$ cat src/rtl/timebase_ultra_chan_if.sv
// Control and status bundle for the ultrasonic ranging timebase.
// Master drives controls and compare windows; slave is the timebase.
interface timebase_ultra_chan_if #(
    parameter int COUNT_W = 23,
    parameter int N_CH    = 2,
    parameter int CYC_W   = 8
);
    logic                    en;
    logic                    clr;
    logic                    oneshot;
    logic                    start;
    logic [N_CH*COUNT_W-1:0] cmp_start;
    logic [N_CH*COUNT_W-1:0] cmp_stop;
    logic [COUNT_W-1:0]      count;
    logic                    wrap;
    logic [CYC_W-1:0]        cyc_cnt;
    logic                    busy;
    logic [N_CH-1:0]         win;

    modport master (
        output en, clr, oneshot, start, cmp_start, cmp_stop,
        input  count, wrap, cyc_cnt, busy, win
    );

    modport slave (
        input  en, clr, oneshot, start, cmp_start, cmp_stop,
        output count, wrap, cyc_cnt, busy, win
    );
endinterface

$ cat src/rtl/timebase_ultra_chan.sv
// Measurement-cycle timebase: free-running or one-shot counter with
// pause, sync clear, wrap pulse, cycle count and compare windows.
module timebase_ultra_chan #(
    parameter int COUNT_W = 23,
    parameter int PERIOD  = 6_000_000,
    parameter int N_CH    = 2,
    parameter int CYC_W   = 8
) (
    input  logic                 clk,
    input  logic                 reset,
    timebase_ultra_chan_if.slave bus
);
    if (PERIOD < 2 || N_CH < 1 ||
        longint'(PERIOD) > (longint'(1) << COUNT_W)) begin : g_bad_cfg
        $error("timebase_ultra_chan: bad PERIOD/COUNT_W/N_CH");
    end

    localparam logic [COUNT_W-1:0] LAST = COUNT_W'(PERIOD - 1);

    typedef enum logic [1:0] {
        IDLE = 2'd0,
        RUN  = 2'd1,
        DONE = 2'd2
    } state_t;

    state_t             state, state_n;
    logic [COUNT_W-1:0] count_q, count_n;
    logic               wrap_q, wrap_n;
    logic [CYC_W-1:0]   cyc_q, cyc_n;
    logic [N_CH-1:0]    win_v;
    logic               busy;

    always_ff @(posedge clk or negedge reset) begin
        if (!reset) begin
            state   <= IDLE;
            count_q <= '0;
            wrap_q  <= 1'b0;
            cyc_q   <= '0;
        end else begin
            state   <= state_n;
            count_q <= count_n;
            wrap_q  <= wrap_n;
            cyc_q   <= cyc_n;
        end
    end

    always_comb begin
        state_n = state;
        count_n = count_q;
        wrap_n  = 1'b0;
        cyc_n   = cyc_q;
        if (bus.clr) begin
            state_n = IDLE;
            count_n = '0;
            cyc_n   = '0;
        end else begin
            unique case (state)
                IDLE: begin
                    count_n = '0;
                    if ((!bus.oneshot && bus.en) ||
                        (bus.oneshot && bus.start))
                        state_n = RUN;
                end
                RUN: begin
                    if (bus.en) begin
                        if (count_q == LAST) begin
                            count_n = '0;
                            wrap_n  = 1'b1;
                            cyc_n   = cyc_q + 1'b1;
                            // oneshot only takes effect at the wrap
                            if (bus.oneshot)
                                state_n = DONE;
                        end else begin
                            count_n = count_q + 1'b1;
                        end
                    end
                end
                DONE: begin
                    count_n = '0;
                    if (bus.start || (!bus.oneshot && bus.en))
                        state_n = RUN;
                end
                default: begin
                    state_n = IDLE;
                    count_n = '0;
                end
            endcase
        end
    end

    assign busy = (state == RUN);

    always_comb begin
        win_v = '0;
        for (int i = 0; i < N_CH; i++) begin
            win_v[i] = busy &&
                (bus.cmp_start[i*COUNT_W +: COUNT_W] <= count_q) &&
                (count_q < bus.cmp_stop[i*COUNT_W +: COUNT_W]);
        end
    end

    assign bus.count   = count_q;
    assign bus.wrap    = wrap_q;
    assign bus.cyc_cnt = cyc_q;
    assign bus.busy    = busy;
    assign bus.win     = win_v;
endmodule

$ cat src/flat_wrapper.sv
// flat-port wrapper written by rule: the top's interface ports become plain ports
module timebase_ultra_chan_flat 
#(
    parameter int COUNT_W = 23,
    parameter int PERIOD  = 6_000_000,
    parameter int N_CH    = 2,
    parameter int CYC_W   = 8
)
  (clk, reset, bus_en, bus_clr, bus_oneshot, bus_start, bus_cmp_start, bus_cmp_stop, bus_count, bus_wrap, bus_cyc_cnt, bus_busy, bus_win);
  timebase_ultra_chan_if #(.COUNT_W(COUNT_W), .N_CH(N_CH), .CYC_W(CYC_W)) bus_i ();
  input  logic clk;
  input  logic reset;
  input wire logic [$bits(bus_i.en)-1:0] bus_en;
  input wire logic [$bits(bus_i.clr)-1:0] bus_clr;
  input wire logic [$bits(bus_i.oneshot)-1:0] bus_oneshot;
  input wire logic [$bits(bus_i.start)-1:0] bus_start;
  input wire logic [$bits(bus_i.cmp_start)-1:0] bus_cmp_start;
  input wire logic [$bits(bus_i.cmp_stop)-1:0] bus_cmp_stop;
  output wire logic [$bits(bus_i.count)-1:0] bus_count;
  output wire logic [$bits(bus_i.wrap)-1:0] bus_wrap;
  output wire logic [$bits(bus_i.cyc_cnt)-1:0] bus_cyc_cnt;
  output wire logic [$bits(bus_i.busy)-1:0] bus_busy;
  output wire logic [$bits(bus_i.win)-1:0] bus_win;
  assign bus_i.en = bus_en;
  assign bus_i.clr = bus_clr;
  assign bus_i.oneshot = bus_oneshot;
  assign bus_i.start = bus_start;
  assign bus_i.cmp_start = bus_cmp_start;
  assign bus_i.cmp_stop = bus_cmp_stop;
  assign bus_count = bus_i.count;
  assign bus_wrap = bus_i.wrap;
  assign bus_cyc_cnt = bus_i.cyc_cnt;
  assign bus_busy = bus_i.busy;
  assign bus_win = bus_i.win;
  timebase_ultra_chan #(.COUNT_W(COUNT_W), .PERIOD(PERIOD), .N_CH(N_CH), .CYC_W(CYC_W)) u_core (.clk(clk), .reset(reset), .bus(bus_i));
endmodule
$ cat config.mk
export PLATFORM = sky130hd
export DESIGN_NAME = timebase_ultra_chan_flat
export DESIGN_NICKNAME = d
export VERILOG_FILES = /design/src/rtl/timebase_ultra_chan_if.sv /design/src/rtl/timebase_ultra_chan.sv /design/src/flat_wrapper.sv
export SDC_FILE = /design/constraint.sdc
export NUM_CORES = 1
export LEC_CHECK = 0
export CORE_MARGIN = 2
export CORE_UTILIZATION = 43
export CTS_BUF_LIST = sky130_fd_sc_hd__clkbuf_2 sky130_fd_sc_hd__clkbuf_4 sky130_fd_sc_hd__clkbuf_8
export DETAILED_ROUTE_END_ITERATION = 7
export GPL_ROUTABILITY_DRIVEN = 0
export PLACE_DENSITY = 0.78
export SYNTH_ARGS = -nofsm -noshare
export SYNTH_HDL_FRONTEND = slang
export SYNTH_SLANG_ARGS = --single-unit
$ cat constraint.sdc
create_clock -name clk -period 2.19 [get_ports clk]
set_clock_uncertainty 0.1 [all_clocks]
set_input_delay 0.219 -clock clk [delete_from_list [all_inputs] [get_ports clk]]
set_output_delay 0.219 -clock clk [all_outputs]
set_load 0.01 [all_outputs]
# After elaboration in Yosys (flattened, before gate mapping)
# Index checks and enable logic that the tools add are counted.
word_totals:
  out_inout_bits: 35
  mem_bits_rw: 0
  memories: 0
  mem_bits_ro: 0
  word_cells: 52
  regBits: 34
  latchBits: 0
op_classes:
  eq_ne: 8
  shift: 0
  n_reduce_logical: 15
  n_lt_le_gt_ge: 4
  multipliers: 0
  div: 0
  bitwise_logic: 0
  addsub: 2
  mux: 19
ops:
  columns: ["cell", "n"]
  rows:
  - ["two-way mux 23 bit", 4]
  - ["less-or-equal comparator 23 bit", 2]
  - ["< comparator 23 bit", 2]
  - ["two-way mux 8 bit", 4]
  - ["adder 23 x 1 -> 23 bit, second input constant", 1]
  - ["== test 23 bit, second input constant", 1]
  - ["two-way mux 2 bit", 6]
  - ["!= test 3 bit, second input constant", 3]
  - ["adder 8 x 1 -> 8 bit, second input constant", 1]
  - ["logical AND 1 bit", 6]
  - ["!= test 3 x 2 -> 1 bit, second input constant", 2]
  - ["case mux 2 bit (3 select lines)", 1]
  - ["nonzero test 2 bit", 3]
  - ["AND reduction 5 bit", 1]
  - ["two-way mux 1 bit", 4]
  - ["AND reduction 3 bit", 1]
  - ["== test 2 x 1 -> 1 bit, second input constant", 1]
  - ["== test 2 bit, second input constant", 1]
  - ["logical NOT 2 bit", 1]
  - ["logical OR 1 bit", 2]
  - ["logical NOT 1 bit", 1]

# Depth between registers and ports, before layout
logic_depth:
  depth_word: 6
  mapped_depth: 8

# Worst setup path before layout
# OpenSTA, ideal clock, no wires.
synth_timing:
  path_type: "reg-to-output"
  start: "register u_core.count_q[21] (netlist: u_core.bus.count[21])"
  end: "output bus_win[0]"
  t_arrival_ps: 1916
  setup_slack_ps: -45
  path_stages_with_launch: 9
  cell_sequence: "dfrtp_1 inv_1 ha_1 nand3_1 nor2_1 nand2_1 or4_1 a41oi_1 a211oi_1"
synth_between:
  elab_chain_cells: 3
synth_rtl:
  columns: ["item", "line", "text"]
  rows:
  - ["start, declared", "timebase_ultra_chan.sv:27", "logic [COUNT_W-1:0] count_q, count_n;"]
  - ["start signal, assigned", "timebase_ultra_chan.sv:41", "count_q <= count_n;"]
  - ["less-or-equal comparator 23 bit", "timebase_ultra_chan.sv:97", "(bus.cmp_start[i*COUNT_W +: COUNT_W] <= count_q) &&"]
  - ["logical AND 1 bit", "timebase_ultra_chan.sv:96", "win_v[i] = busy &&"]
  - ["logical AND 1 bit *", "timebase_ultra_chan.sv:97", null]
  - ["end, declared", "flat_wrapper.sv:23", "output wire logic [$bits(bus_i.win)-1:0] bus_win;"]
# Every way passes the cells marked *; elsewhere a longest branch is shown, timed or not.

# Worst setup path after layout
layout_timing:
  start: "register u_core.count_q[18] (netlist: u_core.bus.count[18])"
  end: "output bus_win[0]"
# The elaborated chain is that of the path after synthesis.

==> impl_results.md <==
- Most common cell after layout, fill and taps aside: clkdlybuf4s50_1
- Power Density: roughly 250 mW/mm^2
- Power share of the clock group: 29.7%
- Hold buffers post-CTS: 0
- Placed cell count: about 780
- Root Buffer: clkbuf_8
- Die H: approximately 100 um
- Max clock buf depth: 2
- Clock latency on the worst-skew pair: between 0.2 and 0.3 ns
- Slew @ Worst Pin: ~0.47 ns
- Initial core utilization: 44.4%
- Mux contribution to synthesized area: less than 1%
- Syn avg cell area: between 8 and 9 um^2
- Reg2reg path depth: 9
- Seq cells post-synth: 34
- Std cell rows: 34
- Largest family of logic cells by synthesized area: adder cells
- CTS tree: built
- Pint: 1170 uW
- Number of CTS-inserted buffers: 5
- Non-filler instance count after layout: 800
- Synth Area in Compound Gates: 12.2%
- Worst-path clk slew: approximately 0.08 ns
- Min Tclk post-route: 2.64 ns
- Slew Limit Fails: 0
- ANT nets after route: 0
- Outcome: finished, violations left
- Post-route DRC: 0
- Total Wirelength: ~13000 um
- Type of the most critical hold path: in -> async
- Total global routing overflow: 0
- Tcrit/Tclk final: 121%
- Seq/Total Area, Yosys: a little over a fifth
- Post-synth EDFFs: 0
- Port Buf Inserts: about 130
- DR pass1 iterations: 5
- Filler instances: 640
- Startpoint types: flop
- Xor/xnor cell area share of the yosys netlist: around 6.3%
- Via-to-Cell Ratio: between 5 and 6
- # H-tree levels: 2
- DP HPWL: ~10000 um
- Failing checks: setup timing
- Chip width: just under 100 um
- Core Util, Final: roughly 74%
- Vias in the first global route: 4529
- Pleak: between 0.003 and 0.004 uW
- Die area: 0.00983 mm^2
- Largest net degree at the start of global routing: 35
- Post-DR wirelength/cell: 16.4 um
- Switching Share: 28.4%
- Maximum VDD drop: 0.301 mV
- # setup viols final: 2
- Post-Synth Simple-Gate Area: 21.7%
- Crit Path Class: reg -> out
- WHS: between 0.2 and 0.3 ns
- Reg2reg setup slack: roughly 0.050 ns
- Crit path capture type: primary output
- Mapped Cells: 473
- Setup TNS: -0.876 ns
- Max Clock Freq: 378 MHz
- Layout area overhead: 66.3%
- Mapped Nets: between 600 and 700
- Synth warn: 0
- Commonest cells after routing, fill and taps aside: clkdlybuf4s50_1, buf_4, ha_1
- Ant. Diodes: 0
- Gate power share: 31.5%
- Initial antenna violation count: 0
- CP Max Fanout: 3
- PnR worst setup slack: -0.455 ns
- Gr usage total: roughly a quarter
- R2r endpoint: u_core.bus.cyc_cnt[4]
- Vias: ~4300
- Share of layout cells above drive strength 1: between 20% and 30%
- WP data arrival: ~2.3 ns
- Worst r2r src: u_core.bus.count[16]
- Slew HR: roughly 70%
- Nets: 881
- Adder-cell share of the synthesized area: 29.6%
- Async set-or-reset flop fraction in the synthesized netlist: 100%
- Initial drt markers: roughly 130
- Number of I/O pins: about 130
- Post-synth cell types: 47
- Core Area: approximately 0.0088 mm^2
- P_sw: approximately 460 uW
- RSZ-0062 raised after global routing: true
- Clk sink count: 34
- Final Hold Viols: 0
- Netlist Area Pre-Place: roughly 0.0039 mm^2
- First-pass GRT wire length: between 20000 and 25000 um
- Maxcap violations: 0
- Main synth FF type: dfrtp_1
- Flop pwr share: approximately two fifths
- Crit path required time: 1.87 ns
- Total Power: 1630 uW
per-layer routing:
metal / track usage [%] / wire length [um]
met1: 30.4 / 5300
met2: 45.6 / 6820
met3: 4.15 / 747
met4: 8.01 / 273
met5: 0 / 0
worst max-delay path, stage by stage (launching register included):
cell      delay (ns)
dfrtp_1         0.35
inv_1           0.11
ha_4            0.29
nand4_1         0.11
nor2_2          0.10
nand2_1         0.08
or4_4           0.56
a41oi_4         0.23
a211oi_4        0.06
buf_2           0.16
metrics by stage:
step	setup slack (ns)	area (um^2)
finish	-0.455	6470
global route	-0.563	6470
global placement	-0.998	5880
CTS	-0.414	6220
detailed placement	-0.961	5880
floorplan	0.0120	3890
worst max-delay path by stage:
stage                          from         end  slack (ns)
3_3_place_gp        bus_cmp_stop[2]  bus_win[0]        -1.0
3_5_place_dp        bus_cmp_stop[2]  bus_win[0]       -0.96
6_report       u_core.bus.count[18]  bus_win[0]       -0.45
2_1_floorplan  u_core.bus.count[17]  bus_win[0]        0.01
5_1_grt        u_core.bus.count[20]  bus_win[0]       -0.56
4_1_cts         u_core.bus.count[2]  bus_win[0]       -0.41
repair_timing:
item / CTS / global route
pin swaps: 13 / 19
gates cloned: 0 / 1
buffers inserted: 6 / 4
endpoints found under the setup margin: 32 / 32
gates resized for setup: 54 / 37
layout make-up:
cell class,count,area [um^2],share of cell area (%)
timing repair buffer,216,1970,30.4
sequential,34,856,13.2
multi-input combinational,360,3140,48.5
tap,108,135,2.09
clock inverter,2,13.8,0.213
inverter,74,285,4.41
clock buffer,6,76.3,1.18
power groups by stage:
stage / combinational [uW] / clock, uW / sequential, uW
after floorplan: 167 / 0 / 645
after global placement: 428 / 0 / 644
after detailed placement: 450 / 0 / 644
after CTS: 479 / 494 / 632
after global routing: 560 / 520 / 632
final: 513 / 483 / 632
registers in the layout, summed over array words and instances (netlist names):
signal	count
u_core.bus.wrap	1
u_core.bus.count	23
u_core.bus.cyc_cnt	8
u_core.state	2
cell usage after synthesis, types with 3 or more instances:
cell type / n / share of area [%]
a211oi_1: 12 / 2.3
a21o_1: 10 / 1.9
a21oi_1: 28 / 3.6
and3_1: 4 / 0.64
dfrtp_1: 34 / 22
ha_1: 92 / 30
inv_1: 73 / 7.0
nand2_1: 33 / 3.2
nand3_1: 17 / 2.2
nand4_1: 21 / 3.4
nor2_1: 51 / 4.9
nor2b_1: 4 / 0.64
nor3_1: 7 / 0.90
o211ai_1: 3 / 0.58
o21ai_0: 16 / 2.1
xnor2_1: 22 / 5.0
xor2_1: 6 / 1.4
cells by family after synthesis:
kind of cell | after synthesis
and+or+nand+nor | 162
adders and majority gates | 92
buffers and inverters | 79
AOI/OAI and AO/OA | 77
DFF | 34
xor gates and xnor gates | 28
muxes | 1
No activity file was read; power rests on OpenSTA's default activity.
==> RTL edit 1, RTL diff (same flow settings) <==
`COUNT_W` is set to 23 in 3 places; all go to 46.
--- a/src/rtl/timebase_ultra_chan_if.sv
+++ b/src/rtl/timebase_ultra_chan_if.sv
@@ -1,7 +1,7 @@
 // Control and status bundle for the ultrasonic ranging timebase.
 // Master drives controls and compare windows; slave is the timebase.
 interface timebase_ultra_chan_if #(
-    parameter int COUNT_W = 23,
+    parameter int COUNT_W = 46,
     parameter int N_CH    = 2,
     parameter int CYC_W   = 8
 );
--- a/src/rtl/timebase_ultra_chan.sv
+++ b/src/rtl/timebase_ultra_chan.sv
@@ -1,7 +1,7 @@
 // Measurement-cycle timebase: free-running or one-shot counter with
 // pause, sync clear, wrap pulse, cycle count and compare windows.
 module timebase_ultra_chan #(
-    parameter int COUNT_W = 23,
+    parameter int COUNT_W = 46,
     parameter int PERIOD  = 6_000_000,
     parameter int N_CH    = 2,
     parameter int CYC_W   = 8
--- a/src/flat_wrapper.sv
+++ b/src/flat_wrapper.sv
@@ -1,7 +1,7 @@
 // flat-port wrapper written by rule: the top's interface ports become plain ports
 module timebase_ultra_chan_flat 
 #(
-    parameter int COUNT_W = 23,
+    parameter int COUNT_W = 46,
     parameter int PERIOD  = 6_000_000,
     parameter int N_CH    = 2,
     parameter int CYC_W   = 8
Interface: changed (resized bus_cmp_start, bus_cmp_stop and bus_count); port bits go from 133 to 248. The function was not compared with the original's and may differ.
==> RTL edit 1 against the original RTL <==
- the flow still finishes with violations (setup timing)
- power up 98%
- count of clock-buffer cells in the layout increased by 5
- core utilization grew 3.9 points
- wire length is 130% higher
- setup slack lost 0.42 ns
- synthesized area is 89% higher
- sequential cell count up 23
- cell area up 100%
==> RTL edit 1: results (changes against the original RTL) <==
status=finished, violations left (unchanged); violated checks=setup timing (unchanged); Synth area leaders=ha_1, dfrtp_1, inv_1, a21oi_1, nand4_1 (was ha_1, dfrtp_1, inv_1, xnor2_1, nor2_1); grt met2 use=55.5% (was 45.6%); detailed placement HPWL=23200 um (was 10100 um); GRT Total Usage=31.8% (was 25.2%); final setup fails=56 (was 2); CP max stage delay=0.46 ns (was 0.56 ns); First DRT Iteration DRCs=605 (was 134); Inst Count DP=1585 (was 782); pre-CTS setup slack=-1.43 ns (was -0.961 ns); vias in the first global route=9310 (was 4529); top cells by count, synth=ha_1, inv_1, a21oi_1 (was ha_1, inv_1, nor2_1); leak pwr=6.03 nW (was 3.06 nW); Rel. slew slack=60.7% (was 68.8%); vias=9150 (was 4301); Unique masters post-synth=63 (was 47); Pint=0.00234 W (was 0.00117 W); fraction of layout cells with a size suffix above 1=28.9% (was 23.8%); syn avg cell area=8.09 um^2 (was 8.23 um^2); WL/cell=18.4 um (was 16.4 um); largest net degree at the start of global routing=28 (was 35); Arr. time, crit path=2.75 ns (was 2.33 ns); met1 Usage GRT=39.0% (was 30.4%); met3 wire len=2510 um (was 747 um); fin worst setup slack=-0.879 ns (was -0.455 ns); sequential power=0.00106 W (was 0.000632 W); Hold Slack=0.139 ns (was 0.251 ns); part of the Yosys area used for sequential elements=19.4% (was 21.9%); placed cell area=11900 um^2 (was 5880 um^2); r2r setup slk=-0.57 ns (was 0.05 ns); logic gate share of total power=30.8% (was 31.5%); Slowest cell on crit path=or3b_4 (was or4_4); WL final=29900 um (was 13100 um); htree depth=3 (was 2)
RTL edit 1: changes by cell type after synthesis, moves of 11 or more:
cell,delta
nand2_1,+22
ha_1,+92
inv_1,+68
nand4_1,+35
nor4_1,+11
dfrtp_1,+23
a21oi_1,+51
o21ai_0,+22
nor2_1,+12
nand3_1,+27
RTL edit 1: timing repair:
action	CTS	global route
gates resized for setup	97	37
endpoints found under the setup margin	56	57
hold endpoints to repair	45	0
hold buffers	1	0
pin swaps	44	25
cloned	2	0
buffers inserted	20	12
RTL edit 1: cell type report:
| type | instances | area [um^2] | share of cell area [%] |
|---|---|---|---|
| Multi-Input combinational cell | 704 | 6020 | 46.5 |
| Sequential cell | 57 | 1470 | 11.4 |
| Inverter | 141 | 539 | 4.17 |
| Timing Repair Buffer | 487 | 4410 | 34.0 |
| Tap cell | 220 | 275 | 2.13 |
| Clock buffer | 11 | 151 | 1.17 |
| Clock inverter | 5 | 77.6 | 0.599 |
RTL edit 1: kinds of logic (layout without fill, tap and decap cells):
| logic type | count (synthesis) | count (layout) | share of synthesized area [%] |
|---|---|---|---|
| AO/OA/AOI/OAI | 196 | 196 | 16.3 |
| XOR/XNOR | 34 | 34 | 4.04 |
| multiplexers | 3 | 3 | 0.407 |
| AND/OR/NAND/NOR | 287 | 287 | 20.7 |
| buffers and inverters | 150 | 644 | 7.96 |
| flip-flops | 57 | 57 | 19.4 |
| adder cells (fa/ha/maj) | 184 | 184 | 31.2 |
RTL edit 1: critical path: cells and delay by family (launching register included):
family	cells	cell delay, ns
fa+ha+maj	1	0.20
compound gates	3	0.64
simple gates	4	0.84
buf+inv	2	0.30
flops	1	0.41
==> RTL edit 2, RTL diff (config.mk and constraints unchanged) <==
Without the edit above. The 3 states of `state_t` get a one-hot encoding in 3 bits.
--- a/src/rtl/timebase_ultra_chan.sv
+++ b/src/rtl/timebase_ultra_chan.sv
@@ -17,10 +17,10 @@
 
     localparam logic [COUNT_W-1:0] LAST = COUNT_W'(PERIOD - 1);
 
-    typedef enum logic [1:0] {
-        IDLE = 2'd0,
-        RUN  = 2'd1,
-        DONE = 2'd2
+    typedef enum logic [2:0] {
+        IDLE = 3'b001,
+        RUN  = 3'b010,
+        DONE = 3'b100
     } state_t;
 
     state_t             state, state_n;
Check against the original RTL: no difference found for any inputs over 10 cycles, from zero or initial values and one cycle with reset low; not proved beyond that.
==> RTL edit 2 against the original RTL <==
- setup slack gained 0.038 ns
- fmax grew 1.4%
- cell area is essentially flat
- wire length grew 1.3%
- largest cell class unchanged
- combinational power grew 27%
- sequential cell count grew 1
- final cell count grew 2.9%
- power grew 12%
- core utilization shrank 2.8 points
- die area grew 2.0%
- synthesized area grew 2.1%
- the run still ends with setup timing left
- global-route usage grew 0.70 points
- critical path type unchanged
==> RTL edit 2: results (changes against the original RTL) <==
DR vias/cell=5.52 (was 5.38); Net Count, Synth=683 (was 663); clock root buffer=clkbuf_8 (unchanged); Unique masters post-synth=48 (was 47); nets=901 (was 881); initial antenna violation count=0 (unchanged); vias in the first global route=4516 (was 4529); # fillers=686 (was 640); xor/xnor share of the synthesized area=4.85% (was 6.30%); CP max stage delay=0.50 ns (was 0.56 ns); first-pass GRT wire length=20900 um (was 20300 um); largest net degree at the start of global routing=36 (was 35); pre-CTS setup slack=-0.832 ns (was -0.961 ns); DRT Pass-1 Iters=5 (unchanged); leak pwr=2.93 nW (was 3.06 nW); diode count=0 (unchanged); htree depth=2 (unchanged); detailed placement HPWL=10600 um (was 10100 um); Final TNS setup=-0.970 ns (was -0.876 ns); GRT Total Usage=25.9% (was 25.2%); Clock transition at path regs=0.08 ns (about the same); status=finished, violations left (unchanged); violated checks=setup timing (unchanged); Peak VDD IR=0.218 mV (was 0.301 mV); part of the Yosys area used for sequential elements=22.1% (was 21.9%); final setup fails=7 (was 2); First DRT Iteration DRCs=194 (was 134); mux cell area share after synthesis=0.504% (was 0.257%); Arr. time, crit path=2.29 ns (was 2.33 ns); fraction of layout cells with a size suffix above 1=23.0% (was 23.8%); Synth area leaders=ha_1, dfrtp_1, inv_1, nor2_1, xnor2_1 (was ha_1, dfrtp_1, inv_1, xnor2_1, nor2_1); Synth Area in Compound Gates=14.1% (was 12.2%); WL/cell=16.2 um (was 16.4 um); fin worst setup slack=-0.417 ns (was -0.455 ns); Adder-Cell Fraction of Synth Area=29.0% (was 29.6%); placed cell area=6010 um^2 (was 5880 um^2); Rel. slew slack=69.6% (was 68.8%); top cells by count, synth=ha_1, inv_1, nor2_1 (unchanged)
[RTL edit 2: cell count changes after synthesis, moves of 4 or more]
| cell | delta |
|---|---|
| a21o_1 | -4 |
| nand3_1 | +7 |
| nand2_1 | +4 |
| nor4_1 | +6 |
| a21oi_1 | +4 |
| o21ai_0 | +7 |
| nor2_1 | -4 |
[RTL edit 2: area by class of cell]
| class | count | area share (%) |
|---|---|---|
| multi-input combinational | 379 | 47.8 |
| clock inverter | 1 | 0.0773 |
| tap | 111 | 2.15 |
| clock buffer | 7 | 1.30 |
| inverter | 73 | 4.23 |
| sequential | 35 | 13.7 |
| timing repair buffer | 217 | 30.7 |
[RTL edit 2: where the power goes]
part	total (W)	internal [W]	switching, W
logic	0.000651	0.000368	0.000283
clock network	0.000489	0.000248	0.000241
registers	0.000681	0.000670	0.0000100
[RTL edit 2: cells by family (layout without fill, tap and decap cells)]
logic type,Yosys count,in the layout
flip-flops,35,35
XOR/XNOR,22,22
buffers and inverters,79,298
AND/OR/NAND/NOR,172,172
AO/OA/AOI/OAI,91,91
adder cells (fa/ha/maj),92,92
multiplexers,2,2
[RTL edit 2: final timing paths]
| path | depth (start not counted) | endpoint | startpoint | slack (ns) |
|---|---|---|---|---|
| max in group asynchronous | 2 | u_core.bus.count[2] | reset | 1.40 |
| min reg2reg | 2 | u_core.bus.cyc_cnt[7] | u_core.bus.cyc_cnt[7] | 0.45 |
| max | 9 | bus_win[1] | u_core.bus.count[20] | -0.42 |
| min | 2 | u_core.bus.cyc_cnt[6] | reset | 0.24 |
| min in group clk | 2 | u_core.bus.cyc_cnt[7] | u_core.bus.cyc_cnt[7] | 0.45 |
| max reg2reg | 8 | u_core.bus.cyc_cnt[4] | u_core.bus.count[20] | -0.06 |
[RTL edit 2: per-layer routing]
metal  up-vias  GRT usage (%)  part of all wire, %
li1       2191              -                    -
met1      2145           32.2                   41
met2       181           46.7                   50
met3        28           3.55                  6.9
met4         0           7.27                  2.3
met5         -              0                    0
[RTL edit 2: stage by stage]
step,std cells,hold slack (ns),util (%)
final,823,0.237,71.0
after global routing,823,0.295,71.0
after CTS,818,0.253,68.8
after detailed placement,806,0.433,66.0
after global placement,806,0.437,66.0
after floorplan,493,-0.177,-
[RTL edit 2: timing repair]
item	in CTS	in global routing
setup buffers	5	6
pin swaps	18	15
resized for setup	40	40
endpoints found under the setup margin	14	33
[RTL edit 2: worst reg2reg max path, cell delays in order (launching register included)]
cell	delay, ns
dfrtp_2	0.39
buf_6	0.12
buf_6	0.10
nand4_1	0.13
or4_4	0.54
nor4_4	0.21
nand2_2	0.13
or3_1	0.32
a21oi_1	0.14
